`src/rtl/instr_seq_if.sv`:
```
// Instruction sequencer bus: control/ALU status in from the control generator,
// IR, phase, one-hot decode, flags and fetch count out.
interface instr_seq_if #(
    parameter int DATA_W = 8
);
    logic [DATA_W-1:0] dbus;
    logic              ir_ld;
    logic              sm_en;
    logic              cf_en;
    logic              zf_en;
    logic              alu_c;
    logic              alu_z;

    logic [DATA_W-1:0] ir;
    logic              sm;
    logic              mova, movb, movc, add, sub, and1, not1, rsr;
    logic              rsl, jmp, jz, jc, in1, out1, nop, halt;
    logic              c;
    logic              z;
    logic [DATA_W-1:0] icnt;

    modport master (
        output dbus, ir_ld, sm_en, cf_en, zf_en, alu_c, alu_z,
        input  ir, sm, mova, movb, movc, add, sub, and1, not1, rsr,
        input  rsl, jmp, jz, jc, in1, out1, nop, halt, c, z, icnt
    );

    modport slave (
        input  dbus, ir_ld, sm_en, cf_en, zf_en, alu_c, alu_z,
        output ir, sm, mova, movb, movc, add, sub, and1, not1, rsr,
        output rsl, jmp, jz, jc, in1, out1, nop, halt, c, z, icnt
    );
endinterface

```
`src/rtl/instr_seq.sv`:
```
// Instruction sequencer: IR, fetch/execute phase toggle, one-hot opcode decode,
// carry/zero flags written only in execute, and a wrapping fetch counter.
module instr_seq (
    input  logic        clk,
    input  logic        rst,
    instr_seq_if.slave  bus
);

    typedef enum logic {
        PH_FETCH = 1'b0,
        PH_EXEC  = 1'b1
    } phase_t;

    typedef struct packed {
        logic mova, movb, movc, add, sub, and1, not1, rsr;
        logic rsl, jmp, jz, jc, in1, out1, nop, halt;
    } dec_t;

    phase_t     state;
    phase_t     state_nxt;
    logic       exec_phase;
    logic [7:0] ir_q;
    logic       c_q;
    logic       z_q;
    logic [7:0] icnt_q;
    dec_t       dec;

    // Phase state register
    always_ff @(posedge clk) begin
        if (rst) begin
            state <= PH_FETCH;
        end else begin
            state <= state_nxt;
        end
    end

    // Halt is realised downstream by dropping sm_en, which simply freezes the phase
    always_comb begin
        state_nxt = state;
        if (bus.sm_en) begin
            state_nxt = (state == PH_FETCH) ? PH_EXEC : PH_FETCH;
        end
    end

    always_comb begin
        exec_phase = 1'b0;
        if (state == PH_EXEC) begin
            exec_phase = 1'b1;
        end
    end

    // IR, flags and fetch counter; flags only move in the execute phase
    always_ff @(posedge clk) begin
        if (rst) begin
            ir_q   <= 8'h00;
            c_q    <= 1'b0;
            z_q    <= 1'b0;
            icnt_q <= 8'h00;
        end else begin
            if (bus.ir_ld) begin
                ir_q   <= bus.dbus;
                icnt_q <= icnt_q + 8'd1;
            end
            if (bus.cf_en && exec_phase) begin
                c_q <= bus.alu_c;
            end
            if (bus.zf_en && exec_phase) begin
                z_q <= bus.alu_z;
            end
        end
    end

    // Decode straight from IR; every path assigns exactly one bit so the output stays one-hot
    always_comb begin
        dec = '0;
        case (ir_q[7:4])
            4'b0000: dec.nop  = 1'b1;
            4'b0001: dec.halt = 1'b1;
            4'b0010: dec.in1  = 1'b1;
            4'b0011: begin
                case (ir_q[1:0])
                    2'b00:   dec.jmp = 1'b1;
                    2'b01:   dec.jz  = 1'b1;
                    2'b10:   dec.jc  = 1'b1;
                    default: dec.nop = 1'b1;
                endcase
            end
            4'b0100: dec.out1 = 1'b1;
            4'b0101: dec.not1 = 1'b1;
            4'b0110: dec.sub  = 1'b1;
            4'b1001: dec.add  = 1'b1;
            4'b1010: dec.rsr  = 1'b1;
            4'b1011: dec.and1 = 1'b1;
            4'b1100: dec.rsl  = 1'b1;
            4'b1111: begin
                // movb wins over movc when both fields are 11
                if (ir_q[3:2] == 2'b11) begin
                    dec.movb = 1'b1;
                end else if (ir_q[1:0] == 2'b11) begin
                    dec.movc = 1'b1;
                end else begin
                    dec.mova = 1'b1;
                end
            end
            default: dec.nop  = 1'b1;
        endcase
    end

    assign bus.ir   = ir_q;
    assign bus.sm   = exec_phase;
    assign bus.c    = c_q;
    assign bus.z    = z_q;
    assign bus.icnt = icnt_q;

    assign bus.mova = dec.mova;
    assign bus.movb = dec.movb;
    assign bus.movc = dec.movc;
    assign bus.add  = dec.add;
    assign bus.sub  = dec.sub;
    assign bus.and1 = dec.and1;
    assign bus.not1 = dec.not1;
    assign bus.rsr  = dec.rsr;
    assign bus.rsl  = dec.rsl;
    assign bus.jmp  = dec.jmp;
    assign bus.jz   = dec.jz;
    assign bus.jc   = dec.jc;
    assign bus.in1  = dec.in1;
    assign bus.out1 = dec.out1;
    assign bus.nop  = dec.nop;
    assign bus.halt = dec.halt;

endmodule

```
`src/flat_wrapper.sv`:
```
// flat-port wrapper written by rule: the top's interface ports become plain ports
module instr_seq_flat 
  (clk, rst, bus_dbus, bus_ir_ld, bus_sm_en, bus_cf_en, bus_zf_en, bus_alu_c, bus_alu_z, bus_ir, bus_sm, bus_mova, bus_movb, bus_movc, bus_add, bus_sub, bus_and1, bus_not1, bus_rsr, bus_rsl, bus_jmp, bus_jz, bus_jc, bus_in1, bus_out1, bus_nop, bus_halt, bus_c, bus_z, bus_icnt);
  instr_seq_if bus_i ();
  input  logic clk;
  input  logic rst;
  input wire logic [$bits(bus_i.dbus)-1:0] bus_dbus;
  input wire logic [$bits(bus_i.ir_ld)-1:0] bus_ir_ld;
  input wire logic [$bits(bus_i.sm_en)-1:0] bus_sm_en;
  input wire logic [$bits(bus_i.cf_en)-1:0] bus_cf_en;
  input wire logic [$bits(bus_i.zf_en)-1:0] bus_zf_en;
  input wire logic [$bits(bus_i.alu_c)-1:0] bus_alu_c;
  input wire logic [$bits(bus_i.alu_z)-1:0] bus_alu_z;
  output wire logic [$bits(bus_i.ir)-1:0] bus_ir;
  output wire logic [$bits(bus_i.sm)-1:0] bus_sm;
  output wire logic [$bits(bus_i.mova)-1:0] bus_mova;
  output wire logic [$bits(bus_i.movb)-1:0] bus_movb;
  output wire logic [$bits(bus_i.movc)-1:0] bus_movc;
  output wire logic [$bits(bus_i.add)-1:0] bus_add;
  output wire logic [$bits(bus_i.sub)-1:0] bus_sub;
  output wire logic [$bits(bus_i.and1)-1:0] bus_and1;
  output wire logic [$bits(bus_i.not1)-1:0] bus_not1;
  output wire logic [$bits(bus_i.rsr)-1:0] bus_rsr;
  output wire logic [$bits(bus_i.rsl)-1:0] bus_rsl;
  output wire logic [$bits(bus_i.jmp)-1:0] bus_jmp;
  output wire logic [$bits(bus_i.jz)-1:0] bus_jz;
  output wire logic [$bits(bus_i.jc)-1:0] bus_jc;
  output wire logic [$bits(bus_i.in1)-1:0] bus_in1;
  output wire logic [$bits(bus_i.out1)-1:0] bus_out1;
  output wire logic [$bits(bus_i.nop)-1:0] bus_nop;
  output wire logic [$bits(bus_i.halt)-1:0] bus_halt;
  output wire logic [$bits(bus_i.c)-1:0] bus_c;
  output wire logic [$bits(bus_i.z)-1:0] bus_z;
  output wire logic [$bits(bus_i.icnt)-1:0] bus_icnt;
  assign bus_i.dbus = bus_dbus;
  assign bus_i.ir_ld = bus_ir_ld;
  assign bus_i.sm_en = bus_sm_en;
  assign bus_i.cf_en = bus_cf_en;
  assign bus_i.zf_en = bus_zf_en;
  assign bus_i.alu_c = bus_alu_c;
  assign bus_i.alu_z = bus_alu_z;
  assign bus_ir = bus_i.ir;
  assign bus_sm = bus_i.sm;
  assign bus_mova = bus_i.mova;
  assign bus_movb = bus_i.movb;
  assign bus_movc = bus_i.movc;
  assign bus_add = bus_i.add;
  assign bus_sub = bus_i.sub;
  assign bus_and1 = bus_i.and1;
  assign bus_not1 = bus_i.not1;
  assign bus_rsr = bus_i.rsr;
  assign bus_rsl = bus_i.rsl;
  assign bus_jmp = bus_i.jmp;
  assign bus_jz = bus_i.jz;
  assign bus_jc = bus_i.jc;
  assign bus_in1 = bus_i.in1;
  assign bus_out1 = bus_i.out1;
  assign bus_nop = bus_i.nop;
  assign bus_halt = bus_i.halt;
  assign bus_c = bus_i.c;
  assign bus_z = bus_i.z;
  assign bus_icnt = bus_i.icnt;
  instr_seq u_core (.clk(clk), .rst(rst), .bus(bus_i));
endmodule
```
`config.mk`:
```
export PLATFORM = sky130hd
export DESIGN_NAME = instr_seq_flat
export DESIGN_NICKNAME = d
export VERILOG_FILES = /design/src/rtl/instr_seq_if.sv /design/src/rtl/instr_seq.sv /design/src/flat_wrapper.sv
export SDC_FILE = /design/constraint.sdc
export NUM_CORES = 1
export LEC_CHECK = 0
export ABC_AREA = 1
export CAP_MARGIN = 20
export CORE_MARGIN = 2
export CORE_UTILIZATION = 40
export CTS_CLUSTER_DIAMETER = 50
export DETAILED_ROUTE_END_ITERATION = 8
export PLACE_DENSITY = 0.84
export REMOVE_ABC_BUFFERS = 1
export SETUP_SLACK_MARGIN = 0.05
export SLEW_MARGIN = 20
export SYNTH_ARGS = -nofsm -noshare
export SYNTH_HDL_FRONTEND = slang
export SYNTH_SLANG_ARGS = --single-unit
```
`constraint.sdc`:
```
create_clock -name clk -period 2.41 [get_ports clk]
set_input_delay 0.6025 -clock clk [delete_from_list [all_inputs] [get_ports clk]]
set_output_delay 0.6025 -clock clk [all_outputs]
set_load 0.01 [all_outputs]
```
==> results.json, run 1 <==
{
  "via_count": 1013,
  "slew-limit-headroom_pct": 70.9,
  "cts_tree": "built",
  "die_w_um": 51.2,
  "final-seq-area_sq_um": 384,
  "pwr-share-clk_pct": 24.4,
  "grt_max_degree": 17,
  "min_path_type": "reg -> reg",
  "cp_slowest_stage_delay_ns": 0.54,
  "syn_inst": 134,
  "antenna_cells": 0,
  "worst_pin_slew_ns": 0.435,
  "endpoint_kind": "output port",
  "fin_area_sq_mm": 0.00146,
  "nets": 204,
  "worstPathRequired_ns": 1.81,
  "p_switching_w": 0.000174,
  "synth_edf_count": 0,
  "crit_path_cell_trace": "inv_1, nand2_1, nor2_1, clkdlybuf4s50_1",
  "crit_type": "reg -> out",
  "rows": 17,
  "min_from": "u_core.bus.z",
  "numPortBuffers": 50,
  "fin_crit_sh_pct": 91.8,
  "drtPass1Iterations": 3,
  "placed_area_sq_mm": 0.00141,
  "io-pin-count": 51,
  "numClockSinks": 19,
  "numCtsBuffers": 3,
  "vias_per_cell": 4.73,
  "p_int_w": 0.000474,
  "rsz0062_at_grt": "no",
  "cp-start-kind": "flop",
  "drv_cap": 0,
  "share_comb_of_total_power_pct": 22.1,
  "coreArea_sq_mm": 0.00215,
  "hold_viol_final": 0,
  "outcome": "completed",
  "grt_pass1_vias": 855,
  "grt_usage_pct": 17.9,
  "dieArea_sq_mm": 0.00262,
  "r2r_cells": 6,
  "fillers": 187,
  "cp.arrival_ns": 1.61,
  "wirelength_mm": 2.27,
  "crit_buf_inv": 2,
  "cp_slowest_cell": "clkdlybuf4s50_1",
  "reg2reg_setup_slack_ns": 1.30,
  "synthArstFlopShare_pct": 0,
  "netlist_area_sq_um": 890,
  "ir_drop_uv": 344,
  "cts_setup_buffers": 0,
  "yosysWarnings": 0,
  "gp_congestion": 0.718,
  "tns_ns": 0,
  "cts.repair.resized": 0,
  "p_per_area_mw_per_mm2": 445,
  "drive_gt1_share_pct": 4.84,
  "grt_first_pass_wirelength_mm": 3.51,
  "dp_hpwl_mm": 1.78,
  "r2r_start": "u_core.bus.icnt[0]",
  "yosysUniqueCellTypes": 16,
  "worstHoldEndpoint": "u_core.bus.z",
  "critPathTopFamily": "buffers and inverters",
  "p_leak_nw": 0.659,
  "min_period_ns": 2.21,
  "grt.overflow.total": 0,
  "whs_path_depth": 2,
  "root_buffer": "clkbuf_4",
  "yosysSeqAreaShare_pct": 42.8,
  "p_seq_share_pct": 53.5,
  "clock_latency_ns": 0.29,
  "power_w": 0.000648,
  "swShare_pct": 26.8,
  "postSynthRegisterBits": 19,
  "max_freq_mhz": 452,
  "antenna_found_initial": 0,
  "drcViolationCount": 0,
  "drtIter0Drc": 17,
  "yosysTopAreaCell": "dfxtp_1",
  "slew_viol_final": 0,
  "synth_top_cells_by_count": "32 x nand2_1, 29 x nor2_1, 19 x dfxtp_1",
  "synth_flop_cell": "dfxtp_1",
  "yosys.cell_count.top_type": "nand2_1",
  "syn_area_per_cell_sq_um": 6.64,
  "fin_skew_ns": 0.00148,
  "synthTopCellsByArea": "dfxtp_1 43%, nand2_1 14%, nor2_1 12%, a21oi_1 6.2%, o21ai_0 5.6%",
  "multi_input_comb_area_sq_um": 448,
  "clk_pin_slew_ns": 0.10,
  "cts.path.max_buffers": 2,
  "syn_to_final_growth_pct": 63.6,
  "clock_tree.htree_level_count": 1,
  "path_max_fanout": 6,
  "initial_core_util_pct": 41.4,
  "final-setup-viol-count": 0,
  "synth_top_area_share_pct": 42.8,
  "die_y_um": 51.2,
  "hold_buffers": 0,
  "rr_endpoint": "u_core.bus.icnt[6]",
  "ant_nets": 0,
  "avgRoutedWirePerCell_um": 10.6
}
## logic make-up after synthesis
kind of cell	count (synthesis)	synth area share [%]
xor gates and xnor gates	2	1.97
AOI/OAI and AO/OA	21	11.8
buffers and inverters	15	6.89
DFF	19	42.8
and+or+nand+nor	76	35.2
adders and majority gates	1	1.41
## layer usage
layer  track usage [%]  vias up  wire, um
li1                  -      529         -
met1              19.3      444       942
met2              33.1       36      1140
met3              2.05        4       148
met4              10.8        0        46
met5                 0        -         0
## tightest hold or removal path, cell delays in order, from the launching register on
cell     delay (ns)
dfxtp_1        0.33
nand2_1        0.06
a21oi_1        0.05
## through the flow
step           instances  util [%]  hold slack (ns)  setup slack (ns)
3_3_place_gp         210      65.8            0.447             0.419
4_1_cts              214      67.0            0.473            0.0830
2_1_floorplan        132         -            0.477             0.862
5_1_grt              214      67.7            0.484            0.0959
6_report             214      67.7            0.471             0.198
3_5_place_dp         210      65.8            0.455             0.415
## cell usage in the layout (no fill, tap or decap)
cell type,netlist,routed
nor2_1,29,29
dlymetal6s2s_1,0,5
inv_2,0,1
ha_1,1,1
nand4_1,1,1
o21ai_0,10,10
dfxtp_1,19,16
nor3_1,5,5
nor2_2,1,1
clkbuf_1,0,1
clkbuf_4,0,3
clkdlybuf4s50_1,0,45
xor2_1,1,1
dfxtp_2,0,3
nor2_4,1,1
xnor2_1,1,1
nand3_1,7,7
a21oi_1,11,11
inv_1,13,12
nand2_1,32,32
## registers in the layout, indices dropped and copies added, names as in the netlist
register / count
u_core.state: 1
u_core.bus.icnt: 8
u_core.bus.ir: 8
u_core.bus.c: 1
u_core.bus.z: 1
## worst max path at each step
| stage | from | end | slack, ns | depth (start not counted) |
|---|---|---|---|---|
| 6_report | u_core.bus.ir[6] | bus_add | 0.20 | 4 |
| 5_1_grt | u_core.bus.ir[6] | bus_jz | 0.1 | 4 |
| 4_1_cts | u_core.bus.ir[7] | bus_nop | 0.08 | 6 |
| 3_5_place_dp | u_core.bus.ir[7] | bus_nop | 0.41 | 6 |
| 3_3_place_gp | u_core.bus.ir[7] | bus_nop | 0.42 | 6 |
| 2_1_floorplan | u_core.bus.ir[5] | bus_mova | 0.86 | 4 |
## cell type report
cell class                      count  share of cell area (%)
Clock buffer                        4                    1.81
Inverter                           13                    3.35
Multi-Input combinational cell    100                    30.8
Sequential cell                    19                    26.4
Tap cell                           28                    2.41
Timing Repair Buffer               50                    35.3
## power groups by stage
| stage | registers (W) | logic (W) | clock network [W] |
|---|---|---|---|
| 5_1_grt | 0.000349 | 0.000158 | 0.000180 |
| 3_3_place_gp | 0.000352 | 0.000141 | 0 |
| 4_1_cts | 0.000346 | 0.000145 | 0.000161 |
| 3_5_place_dp | 0.000353 | 0.000145 | 0 |
| 2_1_floorplan | 0.000358 | 0.0000528 | 0 |
| 6_report | 0.000347 | 0.000143 | 0.000158 |
(Power assumes the default switching activity.)
==> run 2: changes to the inputs <==
Settings changed: CORE_UTILIZATION 40 to 42, CTS_BUF_LIST from default to sky130_fd_sc_hd__clkbuf_4, PLACE_DENSITY 0.84 to 0.87.
==> results.json, run 2 (synthesis gave the netlist of run 1 again) <==
{
  "outcome": "completed",
  "coreArea_sq_mm": 0.00198,
  "place_ws_ns": 0.384,
  "dr_wl_met3_um": 168,
  "io-pin-count": 51,
  "slew_viol_final": 0,
  "rsz0062_at_grt": "no",
  "drv_cap": 0,
  "r2r_cells": 6,
  "nets": 204,
  "whs_path_depth": 2,
  "wirelength_mm": 2.42,
  "grt.overflow.total": 0,
  "p_per_area_mw_per_mm2": 453,
  "endpoint_kind": "output port",
  "die_w_um": 50.0,
  "final-setup-viol-count": 0,
  "ant_nets": 0,
  "dp_hpwl_mm": 1.83,
  "cts.path.max_buffers": 2,
  "grt_usage_pct": 20.1,
  "p_leak_nw": 0.660,
  "antenna_cells": 0,
  "dr.max_layer_used": "met4",
  "grt_max_degree": 17,
  "drtIter0Drc": 20,
  "min_from": "u_core.bus.z",
  "power_w": 0.000661,
  "avgRoutedWirePerCell_um": 11.4,
  "crit_path_cell_trace": "nand2_1, inv_1, nand3_1, nor2_1, clkdlybuf4s50_1",
  "clock_latency_ns": 0.29,
  "worst_pin_slew_ns": 0.434,
  "min_path_type": "reg -> reg",
  "slew-limit-headroom_pct": 71.1,
  "met1_length_um": 942,
  "numClockSinks": 19,
  "p_int_w": 0.000487,
  "final_common_cell": "clkdlybuf4s50_1",
  "hold_viol_final": 0,
  "antenna_found_initial": 0,
  "hold_buffers": 0,
  "tns_ns": 0,
  "worstHoldEndpoint": "u_core.bus.z",
  "swShare_pct": 26.3,
  "crit_type": "reg -> out",
  "fin_crit_sh_pct": 94.7,
  "cp_slowest_stage_delay_ns": 0.54,
  "max_freq_mhz": 438,
  "p_seq_share_pct": 52.6,
  "die_y_um": 50.0,
  "clk_pin_slew_ns": 0.10,
  "pwr-share-clk_pct": 25.2,
  "cp.arrival_ns": 1.68,
  "cp_slowest_cell": "clkdlybuf4s50_1",
  "fin_skew_ns": 0.00369,
  "share_comb_of_total_power_pct": 22.1,
  "cts_setup_buffers": 0,
  "syn_to_final_growth_pct": 64.0,
  "reg2reg_setup_slack_ns": 1.31,
  "gp_congestion": 0.746,
  "vias_per_cell": 4.93,
  "whs_ns": 0.469,
  "drtPass1Iterations": 7,
  "drcViolationCount": 0,
  "initial_core_util_pct": 44.9,
  "grt_pass1_vias": 939,
  "numPortBuffers": 50,
  "postLayoutCoreUtil_pct": 73.6,
  "via_count": 1050,
  "r2r_start": "u_core.bus.icnt[0]",
  "cts_tree": "built",
  "dieArea_sq_mm": 0.00250,
  "fin_ws_ns": 0.128,
  "root_buffer": "clkbuf_4",
  "rows": 16,
  "p_switching_w": 0.000174,
  "worstPathRequired_ns": 1.81,
  "ir_drop_uv": 311,
  "clock_tree.htree_level_count": 1,
  "drive_gt1_share_pct": 6.99,
  "rr_endpoint": "u_core.bus.icnt[6]",
  "path_max_fanout": 4,
  "min_period_ns": 2.28,
  "cp-start-kind": "flop",
  "grt_first_pass_wirelength_mm": 3.89,
  "mostFrequentLayoutCells": "45 x clkdlybuf4s50_1, 30 x nand2_1, 29 x nor2_1",
  "met2_length_mm": 1.26,
  "numCtsBuffers": 3
}
-- run 2: cell types whose count changed in the layout (fill, tap and decap cells not counted), sizes merged --
cell | before | now
dlygate4sd2 | 0 | 1
dlymetal6s2s | 5 | 4
-- run 2: worst max-delay path by stage --
stage	endpoint	start	cells past startpoint	slack, ns
3_3_place_gp	bus_nop	u_core.bus.ir[7]	6	0.47
5_1_grt	bus_movb	u_core.bus.ir[5]	5	0.03
2_1_floorplan	bus_mova	u_core.bus.ir[5]	4	0.86
3_5_place_dp	bus_jc	u_core.bus.ir[4]	5	0.38
6_report	bus_movb	u_core.bus.ir[4]	5	0.13
4_1_cts	bus_mova	u_core.bus.ir[4]	5	0.06
-- run 2: per-stage QoR --
stage | instance area, sq um | std cells
4_1_cts | 1440 | 213
5_1_grt | 1460 | 213
2_1_floorplan | 877 | 132
3_5_place_dp | 1410 | 209
6_report | 1460 | 213
3_3_place_gp | 1410 | 209
-- run 2: what timing repair did --
item                                   in CTS  in global routing
setup endpoints to repair                   1                  6
gates resized for setup                     1                 11
endpoints found under the hold margin       0                  0
gates cloned                                0                  0
-- run 2: critical path, delay by kind of cell (launching register included) --
family	cells	cell delay, ns
and+or+nand+nor	3	0.38
buffers and inverters	2	0.65
DFF	1	0.36
-- run 2: routing by layer --
metal | track usage, % | up-vias
li1 | - | 532
met1 | 21.3 | 467
met2 | 37.3 | 45
met3 | 5.76 | 6
met4 | 6.94 | 0
met5 | 0 | -
-- run 2: power groups by stage --
stage | clock [W] | combinational, W | sequential (W)
floorplan | 0 | 0.0000528 | 0.000358
global placement | 0 | 0.000141 | 0.000352
detailed placement | 0 | 0.000145 | 0.000353
CTS | 0.000175 | 0.000146 | 0.000346
global route | 0.000192 | 0.000161 | 0.000350
finish | 0.000167 | 0.000146 | 0.000348
-- run 2: cell type report --
cell class,instances,area (sq um)
fill,158,523
timing repair buffer,50,509
multi-input combinational,100,453
sequential,19,384
inverter,13,48.8
tap,27,33.8
clock buffer,4,30.0
